**src/rtl/cpu_run_ctrl_pkg.sv**
```systemverilog
// Shared run-control definitions: monitor command codes and FSM state encoding.
// Imported by the sequencer and by the monitor command decoder.
package cpu_run_ctrl_pkg;

  localparam logic [2:0] CMD_START   = 3'd1;
  localparam logic [2:0] CMD_QUIT    = 3'd2;
  localparam logic [2:0] CMD_STEP    = 3'd3;
  localparam logic [2:0] CMD_BRK_SET = 3'd4;
  localparam logic [2:0] CMD_BRK_CLR = 3'd5;

  typedef logic [2:0] run_state_t;

  localparam run_state_t ST_IDLE     = 3'd0;
  localparam run_state_t ST_WAIT_CAL = 3'd1;
  localparam run_state_t ST_RUN      = 3'd2;
  localparam run_state_t ST_STEP     = 3'd3;
  localparam run_state_t ST_HALTING  = 3'd4;

endpackage

```
**src/rtl/cpu_run_ctrl_step_counter.sv**
```systemverilog
// Single/multi-step instruction counter; a requested count of 0 runs one step.
// expire flags the retirement that finishes the sequence.
module run_step_counter #(
  parameter int W = 16
) (
  input  logic         clk,
  input  logic         rst,
  input  logic         load,
  input  logic [W-1:0] load_val,
  input  logic         pc_valid,
  output logic         expire
);

  logic [W-1:0] cnt_q, cnt_d;

  always_comb begin
    cnt_d = cnt_q;
    if (load)
      cnt_d = (load_val == '0) ? W'(1) : load_val;
    else if (pc_valid && cnt_q != '0)
      cnt_d = cnt_q - W'(1);
  end

  assign expire = pc_valid && (cnt_q == W'(1));

  always_ff @(posedge clk) begin
    if (rst) cnt_q <= '0;
    else     cnt_q <= cnt_d;
  end

endmodule

```
**src/rtl/cpu_run_ctrl.sv**
```systemverilog
// Run-control sequencer: turns monitor commands into cpu_start/quit_cmd pulses,
// gates on DRAM calibration, and stops on breakpoint or step-count expiry.
module cpu_run_ctrl
  import cpu_run_ctrl_pkg::*;
#(
  parameter int          HALT_CYC  = 5,
  parameter int          STEP_W    = 16,
  parameter logic [31:0] RESET_ADR = 32'h0000_0000
) (
  input  logic        clk,
  input  logic        rst_n,
  input  logic        cmd_valid,
  output logic        cmd_ready,
  input  logic [2:0]  cmd_code,
  input  logic [31:0] cmd_data,
  input  logic        init_calib_complete,
  input  logic        pc_valid,
  input  logic [31:0] pc_ret,
  output logic        cpu_start,
  output logic        quit_cmd,
  output logic [31:0] start_adr,
  output logic        running,
  output logic        brk_hit,
  output logic        step_done
);

  localparam int HW = (HALT_CYC < 2) ? 1 : $clog2(HALT_CYC + 1);

  run_state_t  state_q, state_d;
  logic [HW-1:0] halt_cnt_q, halt_cnt_d;
  logic [31:0] start_adr_q, start_adr_d;
  logic [31:0] bp_adr_q, bp_adr_d;
  logic        bp_en_q, bp_en_d;
  logic        brk_hit_q, brk_hit_d;
  logic        tgt_step_q, tgt_step_d;
  logic        cpu_start_q, cpu_start_d;
  logic        quit_q, quit_d;
  logic        step_done_q, step_done_d;
  logic        running_q, running_d;
  logic        cmd_ready_q, cmd_ready_d;

  logic acc, is_start, is_quit, is_step, is_bset, is_bclr;
  logic bp_match, step_dec, expire, cnt_load;

  assign acc      = cmd_valid && cmd_ready_q;
  assign is_start = acc && cmd_code == CMD_START;
  assign is_quit  = acc && cmd_code == CMD_QUIT;
  assign is_step  = acc && cmd_code == CMD_STEP;
  assign is_bset  = acc && cmd_code == CMD_BRK_SET;
  assign is_bclr  = acc && cmd_code == CMD_BRK_CLR;

  assign bp_match = bp_en_q && pc_valid && pc_ret == bp_adr_q;
  assign step_dec = pc_valid && state_q == ST_STEP;

  run_step_counter #(.W(STEP_W)) u_step (
    .clk      (clk),
    .rst      (rst_n),
    .load     (cnt_load),
    .load_val (cmd_data[STEP_W-1:0]),
    .pc_valid (step_dec),
    .expire   (expire)
  );

  always_comb begin
    state_d     = state_q;
    halt_cnt_d  = halt_cnt_q;
    start_adr_d = start_adr_q;
    bp_adr_d    = bp_adr_q;
    bp_en_d     = bp_en_q;
    brk_hit_d   = brk_hit_q;
    tgt_step_d  = tgt_step_q;
    cpu_start_d = 1'b0;
    quit_d      = 1'b0;
    step_done_d = 1'b0;
    cnt_load    = 1'b0;

    if (is_bset) begin
      bp_adr_d = cmd_data;
      bp_en_d  = 1'b1;
    end
    if (is_bclr) bp_en_d = 1'b0;
    if (is_start || is_step) brk_hit_d = 1'b0;

    unique case (state_q)
      ST_IDLE: begin
        if (is_start) begin
          start_adr_d = cmd_data;
          tgt_step_d  = 1'b0;
          if (init_calib_complete) begin
            state_d     = ST_RUN;
            cpu_start_d = 1'b1;
          end else begin
            state_d = ST_WAIT_CAL;
          end
        end else if (is_step) begin
          cnt_load   = 1'b1;
          tgt_step_d = 1'b1;
          if (init_calib_complete) begin
            state_d     = ST_STEP;
            cpu_start_d = 1'b1;
          end else begin
            state_d = ST_WAIT_CAL;
          end
        end
      end
      ST_WAIT_CAL: begin
        if (is_quit) begin
          state_d = ST_IDLE;
        end else if (init_calib_complete) begin
          state_d     = tgt_step_q ? ST_STEP : ST_RUN;
          cpu_start_d = 1'b1;
        end
      end
      ST_RUN, ST_STEP: begin
        // Losing calibration aborts silently; the core is already stalled.
        if (!init_calib_complete) begin
          state_d = ST_IDLE;
        end else if (bp_match || is_quit || expire) begin
          state_d     = ST_HALTING;
          halt_cnt_d  = '0;
          quit_d      = 1'b1;
          step_done_d = expire;
          if (bp_match) brk_hit_d = 1'b1;
        end
      end
      ST_HALTING: begin
        if (halt_cnt_q == HW'(HALT_CYC)) state_d = ST_IDLE;
        else halt_cnt_d = halt_cnt_q + HW'(1);
      end
      default: state_d = ST_IDLE;
    endcase

    running_d   = state_d == ST_RUN || state_d == ST_STEP;
    cmd_ready_d = state_d != ST_HALTING;
  end

  always_ff @(posedge clk) begin
    if (rst_n) begin
      state_q     <= ST_IDLE;
      halt_cnt_q  <= '0;
      start_adr_q <= RESET_ADR;
      bp_adr_q    <= '0;
      bp_en_q     <= 1'b0;
      brk_hit_q   <= 1'b0;
      tgt_step_q  <= 1'b0;
      cpu_start_q <= 1'b0;
      quit_q      <= 1'b0;
      step_done_q <= 1'b0;
      running_q   <= 1'b0;
      cmd_ready_q <= 1'b1;
    end else begin
      state_q     <= state_d;
      halt_cnt_q  <= halt_cnt_d;
      start_adr_q <= start_adr_d;
      bp_adr_q    <= bp_adr_d;
      bp_en_q     <= bp_en_d;
      brk_hit_q   <= brk_hit_d;
      tgt_step_q  <= tgt_step_d;
      cpu_start_q <= cpu_start_d;
      quit_q      <= quit_d;
      step_done_q <= step_done_d;
      running_q   <= running_d;
      cmd_ready_q <= cmd_ready_d;
    end
  end

  assign cmd_ready = cmd_ready_q;
  assign cpu_start = cpu_start_q;
  assign quit_cmd  = quit_q;
  assign start_adr = start_adr_q;
  assign running   = running_q;
  assign brk_hit   = brk_hit_q;
  assign step_done = step_done_q;

endmodule
```
**config.mk**
```make
export PLATFORM = sky130hd
export DESIGN_NAME = cpu_run_ctrl
export DESIGN_NICKNAME = d
export VERILOG_FILES = /design/src/rtl/cpu_run_ctrl_pkg.sv /design/src/rtl/cpu_run_ctrl_step_counter.sv /design/src/rtl/cpu_run_ctrl.sv
export SDC_FILE = /design/constraint.sdc
export NUM_CORES = 1
export LEC_CHECK = 0
export ABC_AREA = 0
export ABC_CLOCK_PERIOD_IN_PS = 6000
export CAP_MARGIN = 30
export CORE_MARGIN = 5
export CORE_UTILIZATION = 52
export CTS_CLUSTER_DIAMETER = 200
export DETAILED_ROUTE_END_ITERATION = 7
export PLACE_DENSITY = 0.83
export SYNTH_ARGS = -nofsm -noshare
export SYNTH_HDL_FRONTEND = slang
export SYNTH_SLANG_ARGS = --single-unit
export TNS_END_PERCENT = 50
```
**constraint.sdc**
```tcl
create_clock -name clk -period 6 [get_ports clk]
set_input_delay 1.2 -clock clk [delete_from_list [all_inputs] [get_ports clk]]
set_output_delay 1.2 -clock clk [all_outputs]
set_load 0.01 [all_outputs]
```
==> metrics.md <==
| Metric | Value |
|---|---|
| Die height | `99.8 um` |
| Simple-Gate Fraction of Synth Area | `0.257` |
| Die width | `99.8 um` |
| Post-synthesis xor/xnor area fraction | `0.0710` |
| Slew Viols, Final | `0` |
| Die area | `0.00996 mm^2` |
| Fmax | `0.302 GHz` |
| Clock root buffer | `clkbuf_8` |
| Main synth FF type | `dfxtp_1` |
| Post-synth cell types | `51` |
| Startpoint types | `input pin` |
| CP arrival | `3600 ps` |
| Leak Pwr | `0.00194 uW` |
| Total CTS buffers | `9` |
| Worst-Skew Late Latency | `380 ps` |
| Cts repair resizes | `0` |
| Pin count of the biggest net entering global routing | `59` |
| CTS tree | `done` |
| Clk_skew | `15.3 ps` |
| Relative slew slack | `0.375` |
| Rows | `32` |
| GRT Overall Usage | `0.237` |
| Initial Util | `0.537` |
| CP cell instances | `clkdlybuf4s50_1, and4b_1, inv_1, a31oi_2, nand2_1, or3_1, a31oi_1` |
| Final hold vios | `0` |
| Area growth syn-to-layout | `32.2%` |
| Top Ports | `110` |
| Seq/Total Area, Yosys | `0.449` |
| Most numerous cell in the Yosys netlist | `nand2_1` |
| CTS hold repair buffers | `0` |
| Setup Buffers After CTS | `0` |
| Overall routed net length | `11.8 mm` |
| Synthesis-stage register bit count | `94` |
| Crit path max-delay family | `simple AND/OR/NAND/NOR gates` |
| Via count | `4071` |
| Final setup fails | `0` |
| Final Critical Period | `3310 ps` |
| Cell Pwr Density | `223 mW/mm^2` |
| Largest family of logic cells by synthesized area | `simple AND/OR/NAND/NOR gates` |
| Commonest cells in the netlist | `153 x nand2_1, 94 x dfxtp_1, 73 x a21oi_1` |
| FFs w/ async S/R, synth | `0` |
| Compound-Gate Fraction of Synth Area | `0.161` |
| Synth top area share | `0.449` |
| N_diodes | `0` |
| Via density | `5.61` |
| Synthesized area per cell | `7.97 um^2` |
| First-pass GRT wire length | `19.1 mm` |
| Worst path slowest cell | `a31oi_2` |
| Clock sink count | `94` |
| MaxCap Viol Count | `0` |
| Initial antenna violation count | `0` |
| Dominant cell type by area after synthesis | `dfxtp_1` |
| Hold crit path type | `flop to flop` |
| Port buffer count | `109` |
| Slew @ Worst Pin | `935 ps` |
| Endpoint class of the critical path | `flop` |
| Post-DRT Antenna Nets | `0` |
| Post-route clock period utilization | `0.551` |
| Cell count after synthesis | `526` |
| CP max stage delay | `730 ps` |
| Setup TNS | `0 ps` |
| Iter 0 DRT Violations | `287` |
| Status | `completed` |
| Mux cell area share after synthesis | `0.00537` |
| Layout cells sized above 1 | `0.0561` |
| H-Tree Depth | `3` |
| Routed wire per std cell | `16.3 um` |
| Number of synthesized flops with an enable pin | `0` |
| Crit Path Class | `input pin to flop` |
| Clock transition at path regs | `100 ps` |
| Placer Congestion | `0.923` |
| Maximum clock path buffer count | `2` |
| Pwr Total | `1240 uW` |
| CP bufs+invs | `2` |
| DP HPWL | `8.36 mm` |
| Post-synthesis adder-cell area fraction | `0.0149` |
| RSZ-0062 raised after global routing | `no` |
| Mapped cell area | `0.00419 mm^2` |
| Syn. warnings | `0` |
| Area of the core | `0.00781 mm^2` |
| Crit Path Max Fanout | `21` |
| Syn Nets | `603` |
| Top cells by area, synth | `dfxtp_1 45%, nand2_1 14%, a21oi_1 8.7%` |
| Residual DRC | `0` |
| CP required | `6300 ps` |
| Vias in the first global route | `3992` |
| DRT Pass-1 Iters | `5` |
| Layout Nets | `696` |
| GR Overflow Total | `0` |
| VDD IR max | `0.000162 V` |
worst min-delay path: stages, from the launching register on:
cell and delay (ps):
dfxtp_1 320, nand2_1 50, a21oi_1 50
power breakdown:
group,internal (uW),total [uW],switching [uW]
combinational,81.4,159,77.4
sequential,637,649,11.3
clock,168,429,262
per-stage QoR:
step	hold slack, ps	utilization	area [um^2]	setup slack, ps	cells
finish	458	0.710	5550	2690	726
global route	475	0.710	5550	2560	726
CTS	460	0.710	5550	2710	726
detailed placement	446	0.683	5340	2320	710
global placement	441	0.680	5310	2440	709
floorplan	436	-	4190	3240	526
final cells by class:
type                    instances  area, um^2
clock buffers                   9         124
clock inverters                 7        86.3
fillers                       616        2260
inverters                      12        45.0
multi-input cells             389        2140
flip-flops and latches         94        1880
well taps                     102         128
repair buffers                113        1140
per-layer routing:
| layer | track usage | routed length [um] | vias to the layer above |
|---|---|---|---|
| met5 | 0 | 0 | - |
| met4 | 0.103 | 354 | 0 |
| met3 | 0.0445 | 820 | 35 |
| met2 | 0.389 | 5760 | 157 |
| met1 | 0.304 | 4870 | 1894 |
| li1 | - | - | 1985 |
cells by family after synthesis:
| kind of cell | after synthesis |
|---|---|
| AOI/OAI and AO/OA | 112 |
| xor gates and xnor gates | 34 |
| adders and majority gates | 5 |
| buffers and inverters | 43 |
| DFF | 94 |
| muxes | 2 |
| and+or+nand+nor | 236 |
cells in the final DEF, fill, tap and decap left out, types with 4 or more instances in the layout:
cell,instances
nand2_1,153
clkdlybuf4s50_1,108
dfxtp_1,94
a21oi_1,73
xor2_1,28
nor2_1,22
inv_1,12
nor4_1,10
nor3_1,9
clkbuf_8,9
a211oi_1,8
xnor2_1,6
nand3_1,6
or3_1,5
ha_1,5
nand2b_1,4
nand4_1,4
final timing paths:
check / from / to / slack [ps] / depth (start not counted)
max: pc_valid / u_step.cnt_q[13]$_SDFFE_PP0P_ / 2690 / 7
min: start_adr[14]$_SDFFE_PP0P_ / start_adr[14]$_SDFFE_PP0P_ / 460 / 2
max reg2reg: state_q[1]$_SDFF_PP0_ / u_step.cnt_q[13]$_SDFFE_PP0P_ / 3530 / 6
min reg2reg: start_adr[14]$_SDFFE_PP0P_ / start_adr[14]$_SDFFE_PP0P_ / 460 / 2
sequential cells by signal, indices dropped and copies added, names as in the netlist:
| name | flops |
|---|---|
| bp_adr_q | 32 |
| bp_en_q | 1 |
| brk_hit | 1 |
| cmd_ready | 1 |
| cpu_start | 1 |
| halt_cnt_q | 3 |
| quit_cmd | 1 |
| running | 1 |
| start_adr | 32 |
| state_q | 3 |
| step_done | 1 |
| tgt_step_q | 1 |
| u_step.cnt_q | 16 |
Note: power is estimated with default switching activity, not from simulation.
